--- config.mk ---
export PLATFORM = sky130hd
export DESIGN_NAME = ac97_codec_link
export DESIGN_NICKNAME = d
export VERILOG_FILES = /design/src/rtl/ac97_codec_link.sv
export SDC_FILE = /design/constraint.sdc
export NUM_CORES = 1
export LEC_CHECK = 0
export CAP_MARGIN = 0
export CORE_MARGIN = 10
export CORE_UTILIZATION = 30
export DETAILED_ROUTE_END_ITERATION = 8
export GPL_TIMING_DRIVEN = 1
export HOLD_SLACK_MARGIN = 0.08
export PLACE_DENSITY = 0.47
export REMOVE_ABC_BUFFERS = 1
export SLEW_MARGIN = 30
export SYNTH_ARGS = -nofsm -noshare
export SYNTH_HDL_FRONTEND = slang
export SYNTH_SLANG_ARGS = --single-unit
--- constraint.sdc ---
create_clock -name clk -period 3.65 [get_ports clk]
set_input_delay 1.095 -clock clk [delete_from_list [all_inputs] [get_ports clk]]
set_output_delay 1.095 -clock clk [all_outputs]
set_load 0.02 [all_outputs]
--- src/rtl/ac97_codec_link.sv ---
// Codec-side AC'97 link: bit clock generation, command/playback receive, status/capture transmit.
// Optional AC97_LOOPBACK_EN: register 0x1E bit0 routes received playback samples into capture slots.
`timescale 1ns/1ps
module ac97_codec_link #(
  parameter int unsigned CLK_DIV   = 2,
  parameter int unsigned READY_DLY = 64,
  parameter logic [15:0] RESET_ID  = 16'h0D40
) (
  input  logic        clk,
  input  logic        rst,
  input  logic        AC97_RST,
  output logic        AC_97_BIT_CLK,
  input  logic        AC97_SYNC,
  input  logic        AC97_SDATA_OUT,
  output logic        AC97_SDATA_IN,
  input  logic [15:0] adc_left,
  input  logic [15:0] adc_right,
  input  logic        adc_valid,
  output logic [15:0] dac_left,
  output logic [15:0] dac_right,
  output logic        dac_valid,
  output logic        codec_ready
);

  localparam int unsigned DIV_W = (CLK_DIV > 1) ? $clog2(CLK_DIV) : 1;
  localparam int unsigned RDY_W = $clog2(READY_DLY + 1);

  logic             srst_c;
  logic [DIV_W-1:0] div_cnt;
  logic             div_tc_c;
  logic             rise_c;
  logic             fall_c;
  logic             sync_q;
  logic             frame_start_c;
  logic [RDY_W-1:0] rdy_cnt;

  logic        rx_act;
  logic [7:0]  rx_cnt;
  logic [18:0] rx_sh;
  logic [19:0] rx_word_c;
  logic [4:0]  rx_tag;
  logic        rx_rd;
  logic [6:0]  rx_addr;
  logic [15:0] rx_left;
  logic        rd_pend;
  logic [6:0]  rd_addr;
  logic [15:0] rd_data_c;
  logic [15:0] regs [16];
`ifdef AC97_LOOPBACK_EN
  logic        dac_seen;
`endif

  logic        tx_act;
  logic [7:0]  tx_cnt;
  logic [15:0] tx_tag;
  logic [19:0] tx_s1;
  logic [19:0] tx_s2;
  logic [19:0] tx_s3;
  logic [19:0] tx_s4;
  logic        tx_bit_c;
  logic [15:0] cap_l_c;
  logic [15:0] cap_r_c;
  logic        cap_v_c;

  assign srst_c        = !rst || !AC97_RST;
  assign div_tc_c      = (div_cnt == DIV_W'(CLK_DIV - 1));
  assign rise_c        = div_tc_c && !AC_97_BIT_CLK;
  assign fall_c        = div_tc_c && AC_97_BIT_CLK;
  assign frame_start_c = fall_c && AC97_SYNC && !sync_q;
  assign rx_word_c     = {rx_sh, AC97_SDATA_OUT};

  // Bit clock divider
  always_ff @(posedge clk) begin
    if (srst_c) begin
      div_cnt       <= '0;
      AC_97_BIT_CLK <= 1'b0;
    end else if (div_tc_c) begin
      div_cnt       <= '0;
      AC_97_BIT_CLK <= ~AC_97_BIT_CLK;
    end else begin
      div_cnt <= div_cnt + DIV_W'(1);
    end
  end

  // Codec-ready delay counted in bit clock rise strobes
  always_ff @(posedge clk) begin
    if (srst_c) begin
      rdy_cnt     <= '0;
      codec_ready <= 1'b0;
    end else if (rise_c && !codec_ready) begin
      if (rdy_cnt == RDY_W'(READY_DLY - 1)) codec_ready <= 1'b1;
      else                                   rdy_cnt     <= rdy_cnt + RDY_W'(1);
    end
  end

  always_comb begin
    rd_data_c = 16'h0000;
    if (rd_addr == 7'h00)      rd_data_c = RESET_ID;
    else if (rd_addr <= 7'h1E) rd_data_c = regs[rd_addr[4:1]];
  end

  // Receive: slots decoded as their last bit is sampled, so a restarted frame discards partial slots
  always_ff @(posedge clk) begin
    if (srst_c) begin
      sync_q    <= 1'b0;
      rx_act    <= 1'b0;
      rx_cnt    <= 8'd0;
      rx_sh     <= '0;
      rx_tag    <= '0;
      rx_rd     <= 1'b0;
      rx_addr   <= '0;
      rx_left   <= '0;
      rd_pend   <= 1'b0;
      rd_addr   <= '0;
      dac_left  <= '0;
      dac_right <= '0;
      dac_valid <= 1'b0;
      for (int i = 0; i < 16; i++) regs[i] <= '0;
`ifdef AC97_LOOPBACK_EN
      dac_seen  <= 1'b0;
`endif
    end else begin
      dac_valid <= 1'b0;
      if (fall_c) sync_q <= AC97_SYNC;
      if (frame_start_c) begin
        rx_act  <= 1'b1;
        rx_cnt  <= 8'd0;
        rd_pend <= 1'b0;
      end else if (fall_c && rx_act) begin
        rx_sh <= rx_word_c[18:0];
        if (rx_cnt == 8'd255) rx_act <= 1'b0;
        else                  rx_cnt <= rx_cnt + 8'd1;
        case (rx_cnt)
          8'd15: rx_tag <= rx_word_c[15:11];
          8'd35: begin
            rx_rd   <= rx_word_c[19];
            rx_addr <= rx_word_c[18:12];
            if (rx_tag[4] && rx_tag[3] && rx_word_c[19]) begin
              rd_pend <= 1'b1;
              rd_addr <= rx_word_c[18:12];
            end
          end
          8'd55: begin
            if (rx_tag[4] && rx_tag[3] && rx_tag[2] && !rx_rd && rx_addr <= 7'h1E) begin
              if (rx_addr[4:1] == 4'd0) begin
                for (int i = 0; i < 16; i++) regs[i] <= '0;
              end else begin
                regs[rx_addr[4:1]] <= rx_word_c[19:4];
              end
            end
          end
          8'd75: rx_left <= rx_word_c[19:4];
          8'd95: begin
            if (rx_tag[1] && rx_tag[0]) begin
              dac_left  <= rx_left;
              dac_right <= rx_word_c[19:4];
              dac_valid <= 1'b1;
`ifdef AC97_LOOPBACK_EN
              dac_seen  <= 1'b1;
`endif
            end
          end
          default: ;
        endcase
      end
    end
  end

  // Capture source selection
  always_comb begin
    cap_l_c = adc_left;
    cap_r_c = adc_right;
    cap_v_c = adc_valid;
`ifdef AC97_LOOPBACK_EN
    if (regs[15][0]) begin
      cap_l_c = dac_left;
      cap_r_c = dac_right;
      cap_v_c = dac_seen;
    end
`endif
  end

  // Serialiser: bit index within the outgoing frame
  always_comb begin
    tx_bit_c = 1'b0;
    if (tx_cnt < 8'd16)      tx_bit_c = tx_tag[4'(8'd15 - tx_cnt)];
    else if (tx_cnt < 8'd36) tx_bit_c = tx_s1[5'(8'd35 - tx_cnt)];
    else if (tx_cnt < 8'd56) tx_bit_c = tx_s2[5'(8'd55 - tx_cnt)];
    else if (tx_cnt < 8'd76) tx_bit_c = tx_s3[5'(8'd75 - tx_cnt)];
    else if (tx_cnt < 8'd96) tx_bit_c = tx_s4[5'(8'd95 - tx_cnt)];
  end

  // Transmit: frame contents snapshotted at frame start, shifted out on rise strobes
  always_ff @(posedge clk) begin
    if (srst_c) begin
      tx_act        <= 1'b0;
      tx_cnt        <= 8'd0;
      tx_tag        <= '0;
      tx_s1         <= '0;
      tx_s2         <= '0;
      tx_s3         <= '0;
      tx_s4         <= '0;
      AC97_SDATA_IN <= 1'b0;
    end else if (frame_start_c) begin
      tx_act <= 1'b1;
      tx_cnt <= 8'd0;
      tx_tag <= {codec_ready, rd_pend, rd_pend, cap_v_c, cap_v_c, 11'd0};
      tx_s1  <= rd_pend ? {1'b0, rd_addr, 12'h000} : 20'h00000;
      tx_s2  <= rd_pend ? {rd_data_c, 4'h0} : 20'h00000;
      tx_s3  <= cap_v_c ? {cap_l_c, 4'h0} : 20'h00000;
      tx_s4  <= cap_v_c ? {cap_r_c, 4'h0} : 20'h00000;
    end else if (rise_c) begin
      if (tx_act) begin
        AC97_SDATA_IN <= tx_bit_c;
        if (tx_cnt == 8'd255) tx_act <= 1'b0;
        else                  tx_cnt <= tx_cnt + 8'd1;
      end else begin
        AC97_SDATA_IN <= 1'b0;
      end
    end
  end

endmodule

### Yosys cells after proc, flatten, opt, wreduce, memory -nomap -nowiden

Memory sizes are Yosys's and may differ from the RTL's. A register that Yosys moved wholly into a read port is not among the register bits.
Index checks and enable logic that the tools add are counted.
Widths: inputs -> output; s select.

* add/subtract/negate cells: 9
* order comparisons: 12
* equality and inequality tests: 8
* mux-type cells: 67
* bitwise operators: 23
* reduce and logical (&&, ||, !) cells: 41

Operator list (count)
* $mux 16: 19
* $mux 20: 3
* $mux 1: 36
* $lt 5x6->1 const B: 4
* $bmux 1 s5: 4
* $mux 19: 1
* $add 8x1->8 const B: 2
* $eq 8x6->1 const B: 2
* $eq 8x7->1 const B: 2
* $eq 8x8->1 const B: 2
* $lt 8x6->1 const B: 2
* $lt 8x7->1 const B: 2
* $or 1x1->1: 16
* $reduce_or 16->1: 1
* $reduce_and 3->1: 5
* $le 7x5->1 const B: 2
* $logic_and 1x1->1: 12
* $mux 4: 3
* $reduce_and 2->1: 6
* $sub 5x5->5 const A: 2
* $eq 8x4->1 const B: 1
* $lt 8x5->1 const B: 1
* $reduce_and 4->1: 2
* $add 7x1->7 const B: 1
* other kinds (15): 29

* register bits: 204
* memory bits (writable): 256
* input bits: 38
* output and inout bits: 36
* logic and storage cells: 186
* memories kept: 1

Memories
* regs: words 16, width 16, read ports 1, clocked after memory_dff 1, write ports 16, RTL line 48 `logic [15:0] regs [16];`

### Depth between registers and ports, before layout

Gate-level depths: netlist (run 1).

* word-level depth: 12
* depth in mapped cells: 9
* mapped depth without buffers: 8

### Least setup slack after synthesis (run 1)

No wires, ideal clock.

* path type: input port to flip-flop
* from: in AC97_SYNC
* to: mem regs[10][0] (enable)
* library setup time: 0.411 ns
* arrival: 3.041 ns
* required time: 3.239 ns
* setup slack: 0.198 ns
* stages: 5
* path buffers: 0
* cells stage by stage: nor2b_1 > nor2_1 > and4_4 > nand3b_2 > o21ai_0

RTL lines
* start, declared: RTL line 13 `input logic AC97_SYNC,`
* end, declared: RTL line 48

### Final worst setup path (run 1)

* from: reg AC_97_BIT_CLK
* to: out AC_97_BIT_CLK

RTL lines
* start, declared: RTL line 12 `output logic AC_97_BIT_CLK,`
* start signal, assigned: RTL line 79 `AC_97_BIT_CLK <= ~AC_97_BIT_CLK;`

No word-level cell between the ends.

==> results of run 1 <==
per-stage QoR:
stage / setup slack [ns] / hold WS [ns]
floorplan: -1.559 / 0.4200
global placement: 0.3230 / 0.4318
detailed placement: 0.2664 / 0.4336
CTS: 0.7299 / 0.4445
global route: 0.6724 / 0.4638
finish: 0.7787 / 0.4419
layer usage:
layer | up-vias | track usage | wire, um | part of all wire
met5 | - | 0 | 14 | 0.00029
met4 | 2 | 0.04465 | 1128 | 0.023
met3 | 65 | 0.03001 | 2662 | 0.055
met2 | 243 | 0.2125 | 22790 | 0.47
met1 | 5626 | 0.1730 | 21700 | 0.45
li1 | 5393 | - | - | -
worst register-to-register path, stage by stage (launching register included):
cell	delay (ns)
dfxtp_1	0.44
buf_4	0.29
ha_1	0.24
and3_1	0.19
nand4_1	0.14
nor2b_1	0.48
nand3_1	0.26
or3_1	0.36
a21oi_1	0.13
layout make-up:
type	count	area share
clock buffers	66	0.06128
multi-input cells	915	0.3099
clock inverters	21	0.007540
flip-flops and latches	437	0.5132
diodes	2	0.0002268
repair buffers	132	0.05788
inverters	15	0.002551
well taps	837	0.04745
placed cells by master, fill, tap and decap left out, drive strengths merged, types with 40 or more instances in the layout:
cell type	n
dfxtp	181
a22o	40
nand2	164
clkdlybuf4s50	73
clkbuf	66
nor2	84
a21oi	71
buf	59
edfxtp	256
and2	241
mux4	89
worst paths after layout:
| kind | from | endpoint | slack (ns) |
|---|---|---|---|
| max reg2reg | tx_cnt[1]$_SDFFE_PP0P_ | tx_cnt[7]$_SDFFE_PP0P_ | 1.03 |
| max | AC_97_BIT_CLK$_SDFFE_PP0P_ | AC_97_BIT_CLK | 0.78 |
| min reg2reg | tx_s2[4]$_SDFFE_PP0P_ | tx_s2[4]$_SDFFE_PP0P_ | 0.44 |
| min | tx_s2[4]$_SDFFE_PP0P_ | tx_s2[4]$_SDFFE_PP0P_ | 0.44 |
report_power, final:
group          switching (W)  leakage (nW)  internal, W
logic               0.000162          2.87     0.000118
registers          0.0000294          4.37      0.00529
clock network        0.00198         0.752      0.00267
total                0.00218          8.00      0.00808
cells by family after synthesis:
group / after synthesis
buffers and inverters: 139
AOI/OAI and AO/OA: 166
and+or+nand+nor: 577
DFF: 437
xor gates and xnor gates: 21
other: 1
muxes: 129
adders and majority gates: 6
sequential cells by signal, summed over array words and instances, names as in the netlist, 8 cells and up, named ones only:
register / flops
tx_s2: 16
tx_s3: 16
tx_s4: 16
rx_sh: 19
regs: 256
rx_left: 16
rx_cnt: 8
dac_left: 16
dac_right: 16
tx_cnt: 8
==> impl_metrics.tcl, run 1 <==
set metrics [dict create \
    path_max_fanout 10 \
    tns_ns 0 \
    seq_area_sq_um 11330 \
    die_w_um 269.5 \
    path_buf_inv 1 \
    cts.sink_count 437 \
    synth_area_leaders "edfxtp_1, dfxtp_1, mux4_2" \
    ys_warn_count 0 \
    yosys.cell_count.top_type "edfxtp_1" \
    antenna_found_initial 3 \
    nFillCells 6078 \
    min_period_ns 2.871 \
    clockRootBuffer "clkbuf_16" \
    finalSetupViolations 0 \
    synthesis.area_sq_um 18680 \
    ir_worst_vdd_mv 0.3314 \
    final_cells 2425 \
    relSlewSlack 0.3477 \
    routed_wirelength_um 48300 \
    initial_core_util 0.3027 \
    whs_path_depth 2 \
    synth_top_family_by_area "simple AND/OR/NAND/NOR gates" \
    p_leak_nw 7.996 \
    die_area_sq_um 72650 \
    finalHoldViolCount 0 \
    yosys-top-cells-count "edfxtp_1, and2_1, dfxtp_1" \
    synth_compound_area_frac 0.05606 \
    drv_slew 0 \
    crit_slowest_cell "clkdlybuf4s50_1" \
    async_flop_share 0 \
    htree_levels 2 \
    worstHoldPathType "reg2reg" \
    design_area_sq_um 22070 \
    fmax_ghz 0.3483 \
    area_growth_pct 18.15 \
    ctsHoldBuffers 0 \
    clk_path_buf_depth 3 \
    crit_chain "clkdlybuf4s50_1" \
    cts_resized 0 \
    cp.required_ns 2.55 \
    grt_max_degree 92 \
    yosysTopAreaCellShare 0.4115 \
    fin_crit_sh 0.7867 \
    synth-edff-count 256 \
    clock_latency_ns 0.60 \
    fin_util 0.3577 \
    crit_type "reg2out" \
    seq_area_frac_synth 0.6055 \
    die_h_um 269.5 \
    grt_pass1_vias 11620 \
    post_cts_buffers 0 \
    start_kind "register" \
    syn_area_per_cell_sq_um 12.66 \
    io_pins 74 \
    routabilityCongestion 0.7592 \
    ys.flop_type "edfxtp_1" \
    power.density_nw_per_um2 464.4 \
    hpwlAfterDp_um 31040 \
    maxCapViolCount 0 \
    ant_nets 0 \
    port_buffers 73 \
    cp_data_arrival_time_ns 1.78 \
    rsz0062_at_grt "no" \
    synthXorXnorAreaFrac 0.009846 \
    drive_gt1_frac 0.1608 \
    crit_family "buffers and inverters" \
    synth_simple_gate_area_frac 0.1630 \
    synthAdderAreaFrac 0.004019 \
    synth_cell_types 62 \
    yosys.area.top_type "edfxtp_1" \
    numCtsBuffers 47 \
    ys_ff_latch 437 \
    cts_tree "done" \
    synth_cells 1476 \
    status "finished clean" \
    num_vias 11330 \
    rows 91 \
    via_per_inst 4.672 \
    synthMuxAreaShare 0.1291 \
    core_sq_um 61710 \
    worstMarginPinSlew_ns 0.9772 \
    ff2ff_path_depth 8 \
    skew_ns 0.03528 \
    multi_input_comb_area_sq_um 6840 \
    nets 1592 \
    cp_num_cells 1 \
    clk_pin_slew_worst_paths_ns 0.06 \
    drc 0 \
    critical-path-max-stage-delay_ns 0.68 \
    placed_cell_area_sq_um 20540 \
    grt_usage 0.1321 \
    grt_first_pass_wirelength_um 74380 \
    crit_path_end_kind "output port" \
    power.total_w 0.01025 \
    dr.pass1.iters 5 \
    grt-ovfl-total 0 \
    drt_first_iter_violations 819 \
    wl_per_cell_um 19.92 \
    dp_cells 2336 \
]
(Power assumes the default switching activity.)
==> run 2, diff against run 1 <==
Clock period 3.65 ns to 3 ns, I/O delays scaled along.
==> impl_metrics.tcl, run 2 (same netlist as run 1, synthesis figures left out) <==
set metrics [dict create \
    status "finished clean" \
    top_regs "regs (256), rx_sh (19)" \
    ant_nets 0 \
    skew_ns 0.02649 \
    dr.pass1.iters 5 \
    drt_first_iter_violations 782 \
    die_h_um 269.5 \
    clk_path_buf_depth 3 \
    crit_family "simple AND/OR/NAND/NOR gates" \
    area_growth_pct 19.33 \
    power.total_w 0.01236 \
    min_period_ns 2.732 \
    crit_type "reg2reg" \
    htree_levels 2 \
    clockRootBuffer "clkbuf_16" \
    crit_chain "ha_1, nor4bb_1, and4bb_1, and4_4, buf_4, nand3b_2, buf_12, nor2_2, and2_1" \
    via_per_inst 4.606 \
    routed_wirelength_um 48360 \
    rows 91 \
    ctsHoldBuffers 0 \
    grt_first_pass_wirelength_um 74470 \
    crit_path_end_kind "register" \
    grt-ovfl-total 0 \
    numCtsBuffers 48 \
    seq_area_sq_um 11330 \
    power.density_nw_per_um2 554.5 \
    worstMarginPinSlew_ns 0.9512 \
    p_leak_nw 8.066 \
    core_sq_um 61710 \
    hpwlAfterDp_um 30640 \
    worstHoldPathType "reg2reg" \
    die_area_sq_um 72650 \
    power.switching_w 0.002617 \
    largest_register "regs" \
    final_cells 2435 \
    largest_reg_flops 256 \
    rsz0062_at_grt "no" \
    final_common_cell "edfxtp_1" \
    internal_power_w 0.009744 \
    drv_slew 0 \
    fin_crit_sh 0.9107 \
    grt_max_degree 90 \
    switching_share 0.2117 \
    ir_worst_vdd_mv 0.3340 \
    critical-path-max-stage-delay_ns 0.55 \
    nFillCells 6003 \
    multi_input_comb_area_sq_um 6848 \
    final_cell_mix "edfxtp_1, and2_1, dfxtp_1" \
    pwr-share-comb 0.029 \
    cts_resized 0 \
    post_cts_buffers 0 \
    num_vias 11220 \
    cts.sink_count 437 \
    fmax_ghz 0.3660 \
    drc 0 \
    hold_slack_ns 0.4383 \
    path_max_fanout 16 \
    drive_gt1_frac 0.1574 \
    dp_cells 2346 \
    path_buf_inv 2 \
    start_kind "register" \
    crit_slowest_cell "nor2_2" \
    cp.required_ns 3.44 \
    cts_tree "done" \
    io_pins 74 \
    pwr-share-clk 0.447 \
    relSlewSlack 0.3659 \
    initial_core_util 0.3027 \
    port_buffers 73 \
    wl_per_cell_um 19.86 \
    grt_pass1_vias 11660 \
    clk_pin_slew_worst_paths_ns 0.06 \
    nets 1603 \
    routabilityCongestion 0.7613 \
    finalSetupViolations 0 \
    cp_data_arrival_time_ns 3.17 \
    maxCapViolCount 0 \
    finalHoldViolCount 0 \
    grt_usage 0.1329 \
    die_w_um 269.5 \
    antenna_found_initial 2 \
    clock_latency_ns 0.59 \
    tns_ns 0 \
    pwr-share-seq 0.523 \
]
run 2: worst paths after layout:
path              cells after the start  slack (ns)              startpoint                   endpoint
setup / recovery                      9        0.27  rx_cnt[0]$_SDFFE_PP0P_  regs[6][10]$_SDFFCE_PN0P_
hold / removal                        2        0.44   tx_s2[4]$_SDFFE_PP0P_      tx_s2[4]$_SDFFE_PP0P_
setup reg to reg                      9        0.27  rx_cnt[0]$_SDFFE_PP0P_  regs[6][10]$_SDFFCE_PN0P_
hold reg to reg                       2        0.44   tx_s2[4]$_SDFFE_PP0P_      tx_s2[4]$_SDFFE_PP0P_
run 2: cell type report:
type | count | share of cell area
clock buffers | 68 | 0.05770
diodes | 3 | 0.0003368
repair buffers | 142 | 0.07061
well taps | 837 | 0.04698
multi-input cells | 915 | 0.3072
clock inverters | 18 | 0.006567
inverters | 15 | 0.002526
flip-flops and latches | 437 | 0.5081
run 2: power groups by stage:
stage / clock network [W] / registers [W] / logic [W]
after floorplan: 0 / 0.00659 / 0.000152
after global placement: 0 / 0.00659 / 0.000368
after detailed placement: 0 / 0.00660 / 0.000368
after CTS: 0.00572 / 0.00647 / 0.000370
after global routing: 0.00594 / 0.00648 / 0.000389
final: 0.00553 / 0.00647 / 0.000363
run 2: per-stage QoR:
step | util | setup WS, ns | instance area [sq um]
6_report | 0.3612 | 0.2678 | 22290
2_1_floorplan | - | -2.014 | 18190
5_1_grt | 0.3611 | 0.0006859 | 22280
4_1_cts | 0.3609 | 0.2055 | 22270
3_3_place_gp | 0.3376 | -0.3147 | 20830
3_5_place_dp | 0.3377 | -0.3260 | 20840
run 2: per-layer routing:
| metal | track usage | up-vias | share of wire |
|---|---|---|---|
| li1 | - | 5420 | - |
| met1 | 0.1740 | 5538 | 0.45 |
| met2 | 0.2187 | 198 | 0.48 |
| met3 | 0.02700 | 59 | 0.048 |
| met4 | 0.03992 | 0 | 0.020 |
| met5 | 0 | - | 0 |
run 2: tightest hold or removal path: cells and delay by family (launching register included):
family / cells / cell delay (ns)
AO/OA/AOI/OAI: 1 / 0.05
AND/OR/NAND/NOR: 1 / 0.05
flip-flops: 1 / 0.30
